`src/rtl/mbist_fail_log_if.sv`:
```
// mbist_fail_log_if: compare-side inputs and TDR-side capture/shift signals of the MBIST fail log.
interface mbist_fail_log_if #(
  parameter int ADDR_W = 4,
  parameter int DATA_W = 7,
  parameter int CNT_W  = 8
);
  logic              mbist_run;
  logic              cmp_valid;
  logic              cmp_fail;
  logic [ADDR_W-1:0] cmp_addr;
  logic [DATA_W-1:0] cmp_diff;
  logic              capture_en;
  logic              shift_en;
  logic              si;
  logic              so;
  logic [CNT_W-1:0]  fail_count;
  logic              overflow;
  logic              log_empty;
  modport master (
    output mbist_run, cmp_valid, cmp_fail, cmp_addr, cmp_diff, capture_en, shift_en, si,
    input  so, fail_count, overflow, log_empty
  );
  modport slave (
    input  mbist_run, cmp_valid, cmp_fail, cmp_addr, cmp_diff, capture_en, shift_en, si,
    output so, fail_count, overflow, log_empty
  );
endinterface

```
`src/rtl/mbist_fail_log.sv`:
```
// mbist_fail_log: logs failing MBIST compares in a small FIFO and unloads them through a TDR capture/shift register.
module mbist_fail_log #(
  parameter int ADDR_W = 4,
  parameter int DATA_W = 7,
  parameter int DEPTH  = 4,
  parameter int CNT_W  = 8
) (
  input logic             fclk,
  input logic             rst,
  mbist_fail_log_if.slave bus
);
  localparam int SR_W = 2 + CNT_W + ADDR_W + DATA_W;
  localparam int E_W  = ADDR_W + DATA_W;
  localparam int P_W  = $clog2(DEPTH);
  typedef enum logic [1:0] {IDLE, LOG, DONE} state_t;
  state_t           state_q, state_d;
  logic             run_q;
  logic [E_W-1:0]   mem_q [DEPTH];
  logic [E_W-1:0]   mem_d [DEPTH];
  logic [P_W-1:0]   wr_q, wr_d, rd_q, rd_d;
  logic [P_W:0]     occ_q, occ_d;
  logic [CNT_W-1:0] cnt_q, cnt_d;
  logic             ovf_q, ovf_d;
  logic [SR_W-1:0]  sr_q, sr_d;
  logic             start, log_fail, full, wr, cap, pop;
  always_comb begin
    start    = bus.mbist_run & ~run_q & (state_q != LOG);
    log_fail = (state_q == LOG) & bus.cmp_valid & bus.cmp_fail;
    full     = occ_q == (P_W+1)'(DEPTH);
    wr       = log_fail & ~full;
    cap      = bus.capture_en & (state_q != LOG);
    pop      = cap & (occ_q != '0);
    state_d  = start ? LOG : (state_q == LOG && !bus.mbist_run) ? DONE : state_q;
    mem_d    = mem_q;
    if (wr) mem_d[wr_q] = {bus.cmp_addr, bus.cmp_diff};
    wr_d  = start ? '0 : wr_q + P_W'(wr);
    rd_d  = start ? '0 : rd_q + P_W'(pop);
    occ_d = start ? '0 : occ_q + (P_W+1)'(wr) - (P_W+1)'(pop);
    cnt_d = start ? '0 : (log_fail && !(&cnt_q)) ? cnt_q + 1'b1 : cnt_q;
    ovf_d = ~start & (ovf_q | (log_fail & full));
    // capture outranks shift even in LOG, where the register simply holds
    sr_d  = cap ? {pop, ovf_q, cnt_q, pop ? mem_q[rd_q] : E_W'(0)}
          : (bus.capture_en || !bus.shift_en) ? sr_q
          : {bus.si, sr_q[SR_W-1:1]};
  end
  always_ff @(posedge fclk) begin
    if (rst) begin
      state_q <= IDLE;
      run_q   <= 1'b0;
      mem_q   <= '{default: '0};
      wr_q    <= '0;
      rd_q    <= '0;
      occ_q   <= '0;
      cnt_q   <= '0;
      ovf_q   <= 1'b0;
      sr_q    <= '0;
    end else begin
      state_q <= state_d;
      run_q   <= bus.mbist_run;
      mem_q   <= mem_d;
      wr_q    <= wr_d;
      rd_q    <= rd_d;
      occ_q   <= occ_d;
      cnt_q   <= cnt_d;
      ovf_q   <= ovf_d;
      sr_q    <= sr_d;
    end
  end
  assign bus.so         = sr_q[0];
  assign bus.fail_count = cnt_q;
  assign bus.overflow   = ovf_q;
  assign bus.log_empty  = occ_q == '0;
endmodule

```
`src/flat_wrapper.sv`:
```
// flat-port wrapper written by rule: the top's interface ports become plain ports
module mbist_fail_log_flat 
#(
  parameter int ADDR_W = 4,
  parameter int DATA_W = 7,
  parameter int DEPTH  = 4,
  parameter int CNT_W  = 8
)
  (fclk, rst, bus_mbist_run, bus_cmp_valid, bus_cmp_fail, bus_cmp_addr, bus_cmp_diff, bus_capture_en, bus_shift_en, bus_si, bus_so, bus_fail_count, bus_overflow, bus_log_empty);
  mbist_fail_log_if #(.ADDR_W(ADDR_W), .DATA_W(DATA_W), .CNT_W(CNT_W)) bus_i ();
  input logic fclk;
  input logic rst;
  input wire logic [$bits(bus_i.mbist_run)-1:0] bus_mbist_run;
  input wire logic [$bits(bus_i.cmp_valid)-1:0] bus_cmp_valid;
  input wire logic [$bits(bus_i.cmp_fail)-1:0] bus_cmp_fail;
  input wire logic [$bits(bus_i.cmp_addr)-1:0] bus_cmp_addr;
  input wire logic [$bits(bus_i.cmp_diff)-1:0] bus_cmp_diff;
  input wire logic [$bits(bus_i.capture_en)-1:0] bus_capture_en;
  input wire logic [$bits(bus_i.shift_en)-1:0] bus_shift_en;
  input wire logic [$bits(bus_i.si)-1:0] bus_si;
  output wire logic [$bits(bus_i.so)-1:0] bus_so;
  output wire logic [$bits(bus_i.fail_count)-1:0] bus_fail_count;
  output wire logic [$bits(bus_i.overflow)-1:0] bus_overflow;
  output wire logic [$bits(bus_i.log_empty)-1:0] bus_log_empty;
  assign bus_i.mbist_run = bus_mbist_run;
  assign bus_i.cmp_valid = bus_cmp_valid;
  assign bus_i.cmp_fail = bus_cmp_fail;
  assign bus_i.cmp_addr = bus_cmp_addr;
  assign bus_i.cmp_diff = bus_cmp_diff;
  assign bus_i.capture_en = bus_capture_en;
  assign bus_i.shift_en = bus_shift_en;
  assign bus_i.si = bus_si;
  assign bus_so = bus_i.so;
  assign bus_fail_count = bus_i.fail_count;
  assign bus_overflow = bus_i.overflow;
  assign bus_log_empty = bus_i.log_empty;
  mbist_fail_log #(.ADDR_W(ADDR_W), .DATA_W(DATA_W), .DEPTH(DEPTH), .CNT_W(CNT_W)) u_core (.fclk(fclk), .rst(rst), .bus(bus_i));
endmodule
```
`config.mk`:
```
export PLATFORM = sky130hd
export DESIGN_NAME = mbist_fail_log_flat
export DESIGN_NICKNAME = d
export VERILOG_FILES = /design/src/rtl/mbist_fail_log_if.sv /design/src/rtl/mbist_fail_log.sv /design/src/flat_wrapper.sv
export SDC_FILE = /design/constraint.sdc
export NUM_CORES = 1
export LEC_CHECK = 0
export BUFFER_PORTS_ARGS = -buffer_cell sky130_fd_sc_hd__buf_2
export CAP_MARGIN = 20
export CORE_UTILIZATION = 45
export DETAILED_ROUTE_END_ITERATION = 8
export MAX_ROUTING_LAYER = met4
export PLACE_DENSITY_LB_ADDON = 0.15
export SYNTH_ARGS = -nofsm -noshare
export SYNTH_HDL_FRONTEND = slang
export SYNTH_SLANG_ARGS = --single-unit
```
`constraint.sdc`:
```
create_clock -name fclk -period 2.9 [get_ports fclk]
set_clock_uncertainty 0.2 [all_clocks]
set_input_delay 0.145 -clock fclk [delete_from_list [all_inputs] [get_ports fclk]]
set_output_delay 0.145 -clock fclk [all_outputs]
set_load 0.01 [all_outputs]
```
After elaboration in Yosys (flattened, before gate mapping)
Index checks and enable logic that the tools add are counted.
W data, S select, Z words.
- add/sub/neg operators: 5
- order comparisons: 3
- equality and inequality tests: 4
- multiplexer cells: 11
- bitwise operators: 15
- reductions and logical operators: 12
- operators by type and width (operator ; count):
    $bwmux W44 ; 1
    $mux W11 ; 4
    $mux W21 ; 2
    $bmux W11 S2 ; 1
    $demux W11 S2 ; 1
    $and A1 B1 Y1 ; 9
    $add A8 B1 Y8 const B ; 1
    $reduce_and A8 Y1 ; 1
    $ge A3 B3 Y1 const B ; 2
    $not A2 Y3 ; 2
    $add A2 B1 Y2 ; 2
    $ne A2 B1 Y1 const B ; 2
    $add A3 B1 Y3 ; 1
    $eq A3 B3 Y1 const B ; 1
    $logic_and A1 B1 Y1 ; 3
    $logic_not A1 Y1 ; 3
    $logic_not A3 Y1 ; 1
    $lt A3 B1 Y1 const B ; 1
    $not A1 Y1 ; 3
    $reduce_bool A3 Y1 ; 1
    $sub A3 B1 Y3 ; 1
    $eq A2 B1 Y1 const B ; 1
    $mux W1 ; 2
    $reduce_bool A2 Y1 ; 1
    3 further kinds ; 3
- register bits: 84
- input port bits: 19
- output and inout port bits: 11

Depth between registers and ports, before layout
Gate-level depths: netlist (run 1).
- word-level depth: 6
- mapped depth: 12
- gate-level depth less buffers: 11

Least setup slack after synthesis (run 1)
Ideal clock, no wire load.
- kind: flip-flop to flip-flop
- from: reg u_core.occ_q[2]
- to: reg u_core.occ_q[2]
- library setup time: 0.128 ns
- arrival time: 2.406 ns
- path slack: 0.167 ns
- cell stages (with the launch flop): 13
- path through: dfxtp_1 > nor3_1 > nand3b_1 > clkbuf_1 > inv_1 > ha_1 > inv_1 > ha_1 > inv_1 > fa_1 > xor2_1 > xnor2_1 > nor2_1
- cells in the longest elaborated chain, start to end: 5
- RTL lines (item ; RTL line ; text):
    from (decl) ; mbist_fail_log.sv:21 ; logic [P_W:0] occ_q, occ_d;
    from (signal assigned) ; mbist_fail_log.sv:53 ; occ_q <= '0;
    from (signal assigned) ; mbist_fail_log.sv:63 ; occ_q <= occ_d;
    $eq A3 B3 Y1 ; mbist_fail_log.sv:29 ; full = occ_q == (P_W+1)'(DEPTH);
    $not A1 Y1 ; mbist_fail_log.sv:30 ; wr = log_fail & ~full;
    $and A1 B1 Y1 ; mbist_fail_log.sv:30 ;
    $add A3 B1 Y3 ; mbist_fail_log.sv:38 ; occ_d = start ? '0 : occ_q + (P_W+1)'(wr) - (P_W+1)'(pop);
    $sub A3 B1 Y3 (*) ; mbist_fail_log.sv:38 ;
Every way passes the cells marked *; elsewhere a longest branch is shown, timed or not.
A chain may end at the register's enable or synchronous reset.

Worst setup path in the final report (run 1)
- from: reg u_core.state_q[0]
- to: reg u_core.occ_q[2]
- cells in the longest elaborated chain, start to end: 6
- RTL lines (item ; RTL line ; text):
    from (decl) ; mbist_fail_log.sv:16 ; state_t state_q, state_d;
    from (signal assigned) ; mbist_fail_log.sv:58 ; state_q <= state_d;
    $eq A2 B1 Y1 ; mbist_fail_log.sv:28 ; log_fail = (state_q == LOG) & bus.cmp_valid & bus.cmp_fail;
    $and A1 B1 Y1 (2 in a row) ; mbist_fail_log.sv:28 ;
    $and A1 B1 Y1 ; mbist_fail_log.sv:30 ;
    $add A3 B1 Y3 ; mbist_fail_log.sv:38 ;
    $sub A3 B1 Y3 ; mbist_fail_log.sv:38 ;
Several ways; a longest one is shown, not always the timed one.

==> run summary, run 1 <==
The routed layout has 2,650 vias. Global routing consumed, on the met2 layer, 30.0% of the routing resources. The first global-routing pass estimated 12.5 mm of wire. The fraction of post-synthesis cell area in the top cell type by area works out to 46.2%. The pin count of the biggest net entering global routing is 42. In this run the core area contains 32 standard-cell rows. In the final layout, the multi-input gates occupy 0.00180 mm2. The run gives 0 as the max-slew violation total from the final report.

The run gives 7.25 mm as the total detailed-routing wirelength. The maximum fanout encountered on the critical timing path came out at 5. The share of the Yosys chip area taken by registers is 46.2%.

Global routing consumed, over all layers together, 19.6% of the routing resources. The element type at the critical path end is a flip-flop. For this run, the number of Yosys warnings is 0.

Walking the worst path, the cells encountered are nand2b_1 > nand3b_1 > inv_1 > ha_1 > inv_1 > ha_1 > inv_1 > fa_1 > xor2_1 > xnor2_1 > nor2_1. The die covers 0.00844 mm2. The run gives 0.790 as the placer's final routability congestion estimate. STA classifies the critical path startpoint as a flip-flop.

The overall die height is 91.9 um, and the number of vias per cell is 5.14. The class of the tightest hold or removal check is in -> reg. The footprint of the flip-flops and latches is 0.00168 mm2, and the wire length per cell is 14.0 um. The total power divided by cell area came out at 547 mW/mm2. In the final design database the tool counted 435 nets. The number of global-route vias before repair was 2,582. The run gives 4.90 mm as the post-detailed-placement half-perimeter wirelength. Counting flops and latches in the post-synthesis netlist gives 84. The remaining global-route overflow was 0; the total of buffers placed on input and output ports was 29. For the total core area, the log shows 0.00777 mm2. By startpoint and endpoint, the worst setup path is classified as reg -> reg. After technology mapping, the gate count stands at 369. Relative to the synthesized area, the layout overhead comes to 16.6%.

For the max-cap check violation count, the log shows 0. Yosys mapped a number of flops with a built-in enable equal to 0. The tools report the clock buffer count from CTS as 9.

The arrival time of the worst setup path is 2390 ps. The first routing iteration left 99 violations. The largest single stage delay on the critical path is 440 ps.

dfxtp_1 takes more of the synthesized area than any other cell. The slew at the pin closest to its max-slew limit works out to 760 ps. The cell with the largest stage delay on the worst path was dfxtp_1. The highest-utilization routing layer at the global route stage is met2. After clock tree synthesis, the clock-pin slew on the worst setup and hold paths is 80 ps.

The proportion of layout cells with a drive suffix above 1 was 17.9%; the detailed-route DRC error count was 0. Boundary pin count: 30. For the fmax, the log shows 424 MHz. Setup repair after global routing left no endpoint under its margin. The insertion delay of the later-clocked pin in the worst-skew pair is 350 ps, and the number of filler cells placed in the layout is 725.

Once placement completed, the tool counted placed cells totaling 488. The number of antenna diodes in the final layout is 0. For this run, the leading register cell type out of synthesis is dfxtp_1.

Most frequent cell on the critical path: inv_1. In the global route stage, met1 resource usage came out at 24.9%. For the initial core utilization, the log shows 46.8%. The tree built by TritonCTS fans out to 84 sinks.

The part of the cycle the worst path needs was 81.4%. The flow ran to the end, and the final reports show no timing, DRC or antenna violations. The number of gates resized after CTS was 0.

The tools report the count of H-tree levels built during CTS as 3. The residual antenna-violating net count after detailed routing was 0; the net count after synthesis was 394. Average footprint of a synthesized cell: 9.85 um2. After layout, the minimum clock period comes to 2360 ps. The die outline width is 91.9 um.

Number of standard cells in the layout, taps in and fillers out: 516. The master cell of the clock root buffer was clkbuf_8. The number of different library cells used by synthesis comes to 41. The tools report the initial antenna violation count as 0. In this run the static leakage power is 1.52 nW. TritonCTS built the clock tree.

The final number of hold-violating endpoints is 0. The logs give 0 ps for the setup TNS after final layout and 0.00364 mm2 for the post-synthesis instance area. At the worst endpoint, the required time is 2930 ps.

In this run the deepest clock path goes through 2 buffers. The worst-case IR drop observed on VDD is 0.000252 V. In the synthesized netlist the async set-or-reset flop fraction comes to 0%. Setup violations remaining at the end of the flow were counted as 0. In the global route stage, met3 resource usage came out at 3.23%. The number of search-and-repair iterations in the first detailed-routing pass came out at 4. Ranked by total cell area, the synthesized netlist is headed by dfxtp_1, mux2i_1, mux4_2.

In this run the tightest slew margin relative to its limit is 49.4%.
==> registers in the layout, indices dropped and copies added (netlist names) <==
name                   cells
u_core.bus.fail_count      8
u_core.mem_q              44
u_core.wr_q                2
u_core.occ_q               3
u_core.state_q             2
u_core.rd_q                2
u_core.bus.overflow        1
u_core.run_q               1
u_core.sr_q               21
==> path summary, 6_finish.rpt <==
path | slack [ps] | startpoint | end | depth (start not counted)
setup / recovery | 540 | u_core.state_q[0]$_SDFFE_PP0P_ | u_core.occ_q[2]$_SDFF_PP0_ | 11
hold / removal | 30 | rst | u_core.run_q$_SDFF_PP0_ | 2
setup reg to reg | 540 | u_core.state_q[0]$_SDFFE_PP0P_ | u_core.occ_q[2]$_SDFF_PP0_ | 11
hold reg to reg | 260 | u_core.mem_q[43]$_SDFFE_PP0P_ | u_core.mem_q[43]$_SDFFE_PP0P_ | 2
==> kinds of logic (layout without fill, tap and decap cells) <==
| family | Yosys count | in the layout | share of synthesized area (%) |
|---|---|---|---|
| xor+xnor | 7 | 7 | 1.69 |
| simple gates | 119 | 119 | 16.1 |
| flops | 84 | 84 | 46.2 |
| mux | 57 | 57 | 19.5 |
| buf+inv | 38 | 83 | 4.58 |
| compound gates | 58 | 58 | 9.60 |
| fa+ha+maj | 6 | 6 | 2.27 |
==> per-stage QoR <==
stage / power (mW) / hold slack (ps) / area (um2) / setup slack (ps) / util [%]
after global placement: 1.41 / 216 / 3880 / 574 / 50.0
final: 2.32 / 31.1 / 4240 / 539 / 54.6
after global routing: 2.43 / 70.1 / 4240 / 340 / 54.6
after CTS: 2.36 / 31.6 / 4240 / 512 / 54.6
after detailed placement: 1.41 / 226 / 3880 / 534 / 50.0
after floorplan: 1.34 / 81.0 / 3640 / 167 / -
==> final cells by class <==
cell class	count	share of cell area, %
Timing Repair Buffer	52	8.26
Clock buffer	11	3.57
Inverter	16	1.42
Tap cell	102	3.01
Clock inverter	4	1.71
Sequential cell	84	39.7
Multi-Input combinational cell	247	42.4
==> cell usage in the layout, fill, tap and decap left out, types with 2 or more instances in the layout <==
master | netlist | routed
dlygate4sd3_1 | 0 | 13
xor2_1 | 4 | 4
dfxtp_1 | 84 | 84
o21ai_0 | 3 | 3
nor2b_1 | 12 | 11
mux4_2 | 11 | 11
nand2_1 | 34 | 34
o211ai_1 | 2 | 2
a21oi_1 | 27 | 27
o21a_1 | 2 | 2
bufinv_16 | 0 | 2
a22oi_1 | 9 | 9
nand3_1 | 3 | 3
ha_1 | 5 | 5
mux2i_1 | 46 | 46
clkbuf_8 | 0 | 11
inv_1 | 16 | 16
o22ai_1 | 11 | 11
nor4b_2 | 2 | 2
xnor2_1 | 3 | 3
buf_2 | 4 | 29
nor2_1 | 49 | 49
buf_4 | 3 | 10
and2_1 | 4 | 4
or4_1 | 2 | 2
or3_1 | 2 | 2
==> where the power goes <==
group	switching, mW	internal [mW]
registers	0.0184	1.17
logic	0.116	0.0895
clock network	0.398	0.526
total	0.532	1.79
==> worst max-delay path: cells and delay by family, from the launching register on <==
family | cells | cell delay (ps)
flops | 1 | 440
buf+inv | 3 | 170
fa+ha+maj | 3 | 770
xor+xnor | 2 | 300
simple gates | 3 | 370
==> Yosys cell counts (all sizes together), types with 3 or more instances <==
| master | count |
|---|---|
| dfxtp | 84 |
| mux2i | 46 |
| xor2 | 4 |
| clkbuf | 13 |
| a22oi | 9 |
| xnor2 | 3 |
| inv | 16 |
| nand2 | 34 |
| nand3 | 3 |
| nor2 | 49 |
| a21oi | 28 |
| nor2b | 12 |
| and2 | 4 |
| o21ai | 4 |
| buf | 9 |
| o22ai | 11 |
| ha | 5 |
| mux4 | 11 |
==> timing repair <==
item	4_1_cts	5_1_grt
hold buffers	13	0
setup buffers	0	0
endpoints found under the hold margin	48	0
==> per-layer routing <==
metal / share of wire, % / vias to the layer above
li1: - / 1365
met1: 50 / 1233
met2: 45 / 38
met3: 3.1 / 14
met4: 2.3 / 0
met5: 0 / -
Power figures use the tool's default switching activity.
==> run 2: changes to the inputs <==
ABC_AREA = 1   (was unset)
clock period = 2 ns   (was 2.9 ns; I/O delays follow)
==> run summary, run 2 <==
The flow ran to the end, but the final reports show violations. The final reports fail on design-rule violations, negative setup slack. The run gives 0.000421 V (was 0.000252 V) as the worst vdd rail ir drop. The post-synthesis register bit count was 84 (unchanged); the die outline width was 98.5 um (was 91.9 um). The detailed-route DRC error count is 3 (was 0). The element type at the critical path end is a flip-flop (unchanged). The initial antenna violation count came out at 0 (unchanged). For the residual antenna-violating net count after detailed routing, the log shows 0 (unchanged).

Most common cell after layout, fill and taps aside: nand2_1 (was dfxtp_1). The run gives 84 (unchanged) as the clock net sink count. For the number of cells in the design after placement, the log shows 795 (was 488).

The run gives 57 (was 42) as the pin count of the biggest net entering global routing. The number of enable-type register cells in the synthesized netlist was 0 (unchanged); the number of search-and-repair iterations in the first detailed-routing pass was 9 (was 4). The number of DRC markers after the initial detailed-route iteration is 159 (was 99), and the placer's final routability congestion estimate is 0.803 (was 0.790). The net count after synthesis came out at 688 (was 394). Synth cell count leaders: nand2_1, inv_1, nor2_1, dfxtp_1, nand3_1 (was dfxtp_1, nor2_1, mux2i_1, nand2_1, a21oi_1). The hold-critical path endpoint was u_core.sr_q[18]$_SDFFE_PP0P_ (was u_core.run_q$_SDFF_PP0_). Setup repair after global routing could not meet its margin everywhere. The headroom to the max-slew limit was 68.2% (was 49.4%). The register ranked first by flip-flop count is u_core.mem_q (unchanged).

Synth top area cells: dfxtp_1, nand2_1, inv_1 (was dfxtp_1, mux2i_1, mux4_2). Cell type contributing the most total cell area after synthesis: dfxtp_1 (unchanged). Max-cap check violation count: 0 (unchanged). TritonCTS built the clock tree. For the total core area, the log shows 0.00889 mm2 (was 0.00777 mm2). The total detailed-routing wirelength was 9.97 mm (was 7.25 mm). The slew at the pin closest to its max-slew limit was 475 ps (was 760 ps); the number of global-route vias before repair was 3,936 (was 2,582). The total of buffers placed on input and output ports was 29 (unchanged). The average footprint of a synthesized cell was 6.33 um2 (was 9.85 um2). Highest-count cells in the layout ignoring fill and taps: nand2_1, inv_1, nor2_1, dfxtp_1, nand3_1 (was dfxtp_1, nor2_1, mux2i_1, nand2_1, buf_2). Overall die height: 98.5 um (was 91.9 um).

The final number of hold-violating endpoints is 0 (unchanged). The post-synthesis share of cell area spent on and, or, nand and nor gates is 32.2% (was 16.1%), and the number of buffers between clock root and the deepest sink is 2 (unchanged). The mux cell area share after synthesis is 0% (was 19.5%).

The share of synthesized cell area in full adder, half adder and majority cells is 1.97% (was 2.27%), and the post-detailed-placement half-perimeter wirelength is 6.80 mm (was 4.90 mm). The worst hold path depth works out to 6 (was 2). The number of filler cells placed in the layout came out at 899 (was 725).

The wire length per cell was 12.0 um (was 14.0 um); the insertion delay of the later-clocked pin in the worst-skew pair was 340 ps (was 350 ps). The proportion of layout cells with a drive suffix above 1 came out at 13.8% (was 17.9%). The final-report setup violation count was 1 (was 0). The most repeated cell in the gate-level netlist after synthesis was nand2_1 (was dfxtp_1). The final-stage net count is 745 (was 435).

The global-route usage over all layers is 22.8% (was 19.6%). Master cell of the clock root buffer: clkbuf_8 (unchanged). For the remaining global-route overflow, the log shows 0 (unchanged).

The total via count in the routed design was 4,090 (was 2,650). The clock transition at the register clock pins on the worst setup and hold paths after CTS came out at 80 ps (about the same). The class of the tightest hold or removal check is in -> reg (unchanged).

The tools report the type of origin of the critical path as a flip-flop (unchanged). The maximum fanout encountered on the critical timing path was 2 (was 5). The logs give 2080 ps (was 2930 ps) for the endpoint required time on the critical path and 56.2% (was 54.6%) for the core utilization of the finished layout. Arrival time of the worst setup path: 2100 ps (was 2390 ps). The worst setup slack after layout came out at -10.7 ps (was 539 ps). For the slack of the worst reg-to-reg path, the log shows -10 ps (was 540 ps).

The flip-flop cell with the highest count after synthesis is dfxtp_1 (unchanged). The wire length of the first global-routing pass is 17.4 mm (was 12.5 mm). The full die area is 0.00971 mm2 (was 0.00844 mm2). The part of the cycle the worst path needs was 101% (was 81.4%). The xor and xnor fraction of the mapped netlist area was 0.626% (was 1.69%). The worst reg2reg path endpoint is u_core.occ_q[2]$_SDFF_PP0_ (unchanged). The distinct cell type count of the synthesized netlist was 25 (was 41); the max-slew violation total from the final report was 0 (unchanged).

For the post-synthesis instance area, the log shows 0.00419 mm2 (was 0.00364 mm2). The complex-gate fraction of the synthesized area came out at 10.2% (was 9.60%). Combinational family with the most area after synthesis: simple AND/OR/NAND/NOR gates (was multiplexers). The tools report the antenna diode count as 0 (unchanged).

The run gives 832 (was 516) as the number of standard cells in the layout, taps in and fillers out. Start of the worst register-to-register path: u_core.occ_q[0]$_SDFF_PP0_ (was u_core.state_q[0]$_SDFFE_PP0P_). The final critical-path required period is 2010 ps (was 2360 ps).

Critical path class: reg -> reg (unchanged). The count of cells along the worst register-to-register path was 11 (unchanged); the instance count of the mapped netlist was 663 (was 369). Sequential element share of the synthesized area: 40.1% (was 46.2%). The share of synthesized flip-flops with an asynchronous set or reset works out to 0% (unchanged). The fraction of post-synthesis cell area in the top cell type by area came out at 40.1% (was 46.2%). Count of H-tree levels built during CTS: 3 (unchanged). The number of vias per cell was 4.92 (was 5.14); the number of warning messages in the yosys log was 0 (unchanged). The total power divided by cell area is 682 mW/mm2 (was 547 mW/mm2). The logs give 9 (unchanged) for the clock buffer count from CTS and 30 (unchanged) for the boundary pin count. For the static leakage, the log shows 2.38 nW (was 1.52 nW). The number of flip-flops under the largest register name is 44 (unchanged). The number of standard-cell rows in the floorplan came out at 34 (was 32). The origin of the worst min-delay path was bus_capture_en (was rst). The fmax is 497 MHz (was 424 MHz), and the area growth from synthesis to layout is 19.2% (was 16.6%). The initial core utilization was 47.2% (was 46.8%).
## run 2: per-layer routing
layer	GRT usage [%]	vias to the layer above	wire length (um)
met5	-	-	0
met4	10.4	0	254
met3	3.19	21	341
met2	37.2	81	4610
met1	28.2	1872	4760
li1	-	2116	-
## run 2: how the worst max path moves through the flow
stage                                    from                             to  slack (ps)  cells past startpoint
6_report           u_core.occ_q[0]$_SDFF_PP0_     u_core.occ_q[2]$_SDFF_PP0_         -10                     11
3_3_place_gp   u_core.state_q[1]$_SDFFE_PP0P_  u_core.mem_q[17]$_SDFFE_PP0P_         -60                     10
4_1_cts            u_core.occ_q[0]$_SDFF_PP0_     u_core.occ_q[2]$_SDFF_PP0_          -3                     11
3_5_place_dp   u_core.state_q[1]$_SDFFE_PP0P_  u_core.mem_q[16]$_SDFFE_PP0P_        -130                     10
5_1_grt            u_core.occ_q[0]$_SDFF_PP0_     u_core.occ_q[2]$_SDFF_PP0_         -90                     11
2_1_floorplan      u_core.occ_q[1]$_SDFF_PP0_     u_core.occ_q[2]$_SDFF_PP0_        -210                     12
## run 2: power by group
group / internal, mW / total (mW) / switching (mW)
sequential: 1.71 / 1.74 / 0.0226
clock: 0.569 / 1.13 / 0.562
combinational: 0.239 / 0.541 / 0.302
total: 2.52 / 3.41 / 0.887
## run 2: per-stage QoR
stage                     worst slack [ps]  hold WS [ps]  setup TNS, ps  area [um2]  total power [mW]
after CTS                            -2.83          3.92          -2.83        4980              3.43
after global placement               -61.2           138           -668        4590              2.23
after global routing                 -87.4          69.7           -103        5000              3.60
after detailed placement              -130           148          -1650        4590              2.24
after floorplan                       -208         -30.9           -338        4260              2.09
final                                -10.7          15.8          -10.7        5000              3.41
## run 2: cells by family after synthesis
| group | after synthesis |
|---|---|
| AO/OA/AOI/OAI | 85 |
| buffers and inverters | 157 |
| flip-flops | 84 |
| AND/OR/NAND/NOR | 328 |
| adder cells (fa/ha/maj) | 6 |
| XOR/XNOR | 3 |
## run 2: cell type report
| cell class | count | area (um2) | area share, % |
|---|---|---|---|
| sequential | 84 | 1690 | 33.8 |
| inverter | 124 | 465 | 9.31 |
| timing repair buffer | 79 | 581 | 11.6 |
| clock buffer | 12 | 135 | 2.70 |
| multi-input combinational | 422 | 1960 | 39.1 |
| clock inverter | 3 | 40.0 | 0.801 |
| tap | 108 | 135 | 2.70 |
## run 2: timing repair
| item | 4_1_cts | 5_1_grt |
|---|---|---|
| hold buffers | 16 | 0 |
| endpoints found under the setup margin | 31 | 13 |
| resized for setup | 6 | 3 |
| hold endpoints to repair | 57 | 0 |
| pin swaps | 4 | 0 |
| buffers inserted | 5 | 1 |
## run 2: worst max-delay path, stage by stage, from the launching register on
cell and delay, ps:
dfxtp_2 340, nor2_4 110, inv_2 50, nor2_4 110, nor2_4 50, ha_4 210
inv_2 60, ha_4 120, inv_2 30, fa_2 330, or2_4 230, a21oi_2 120
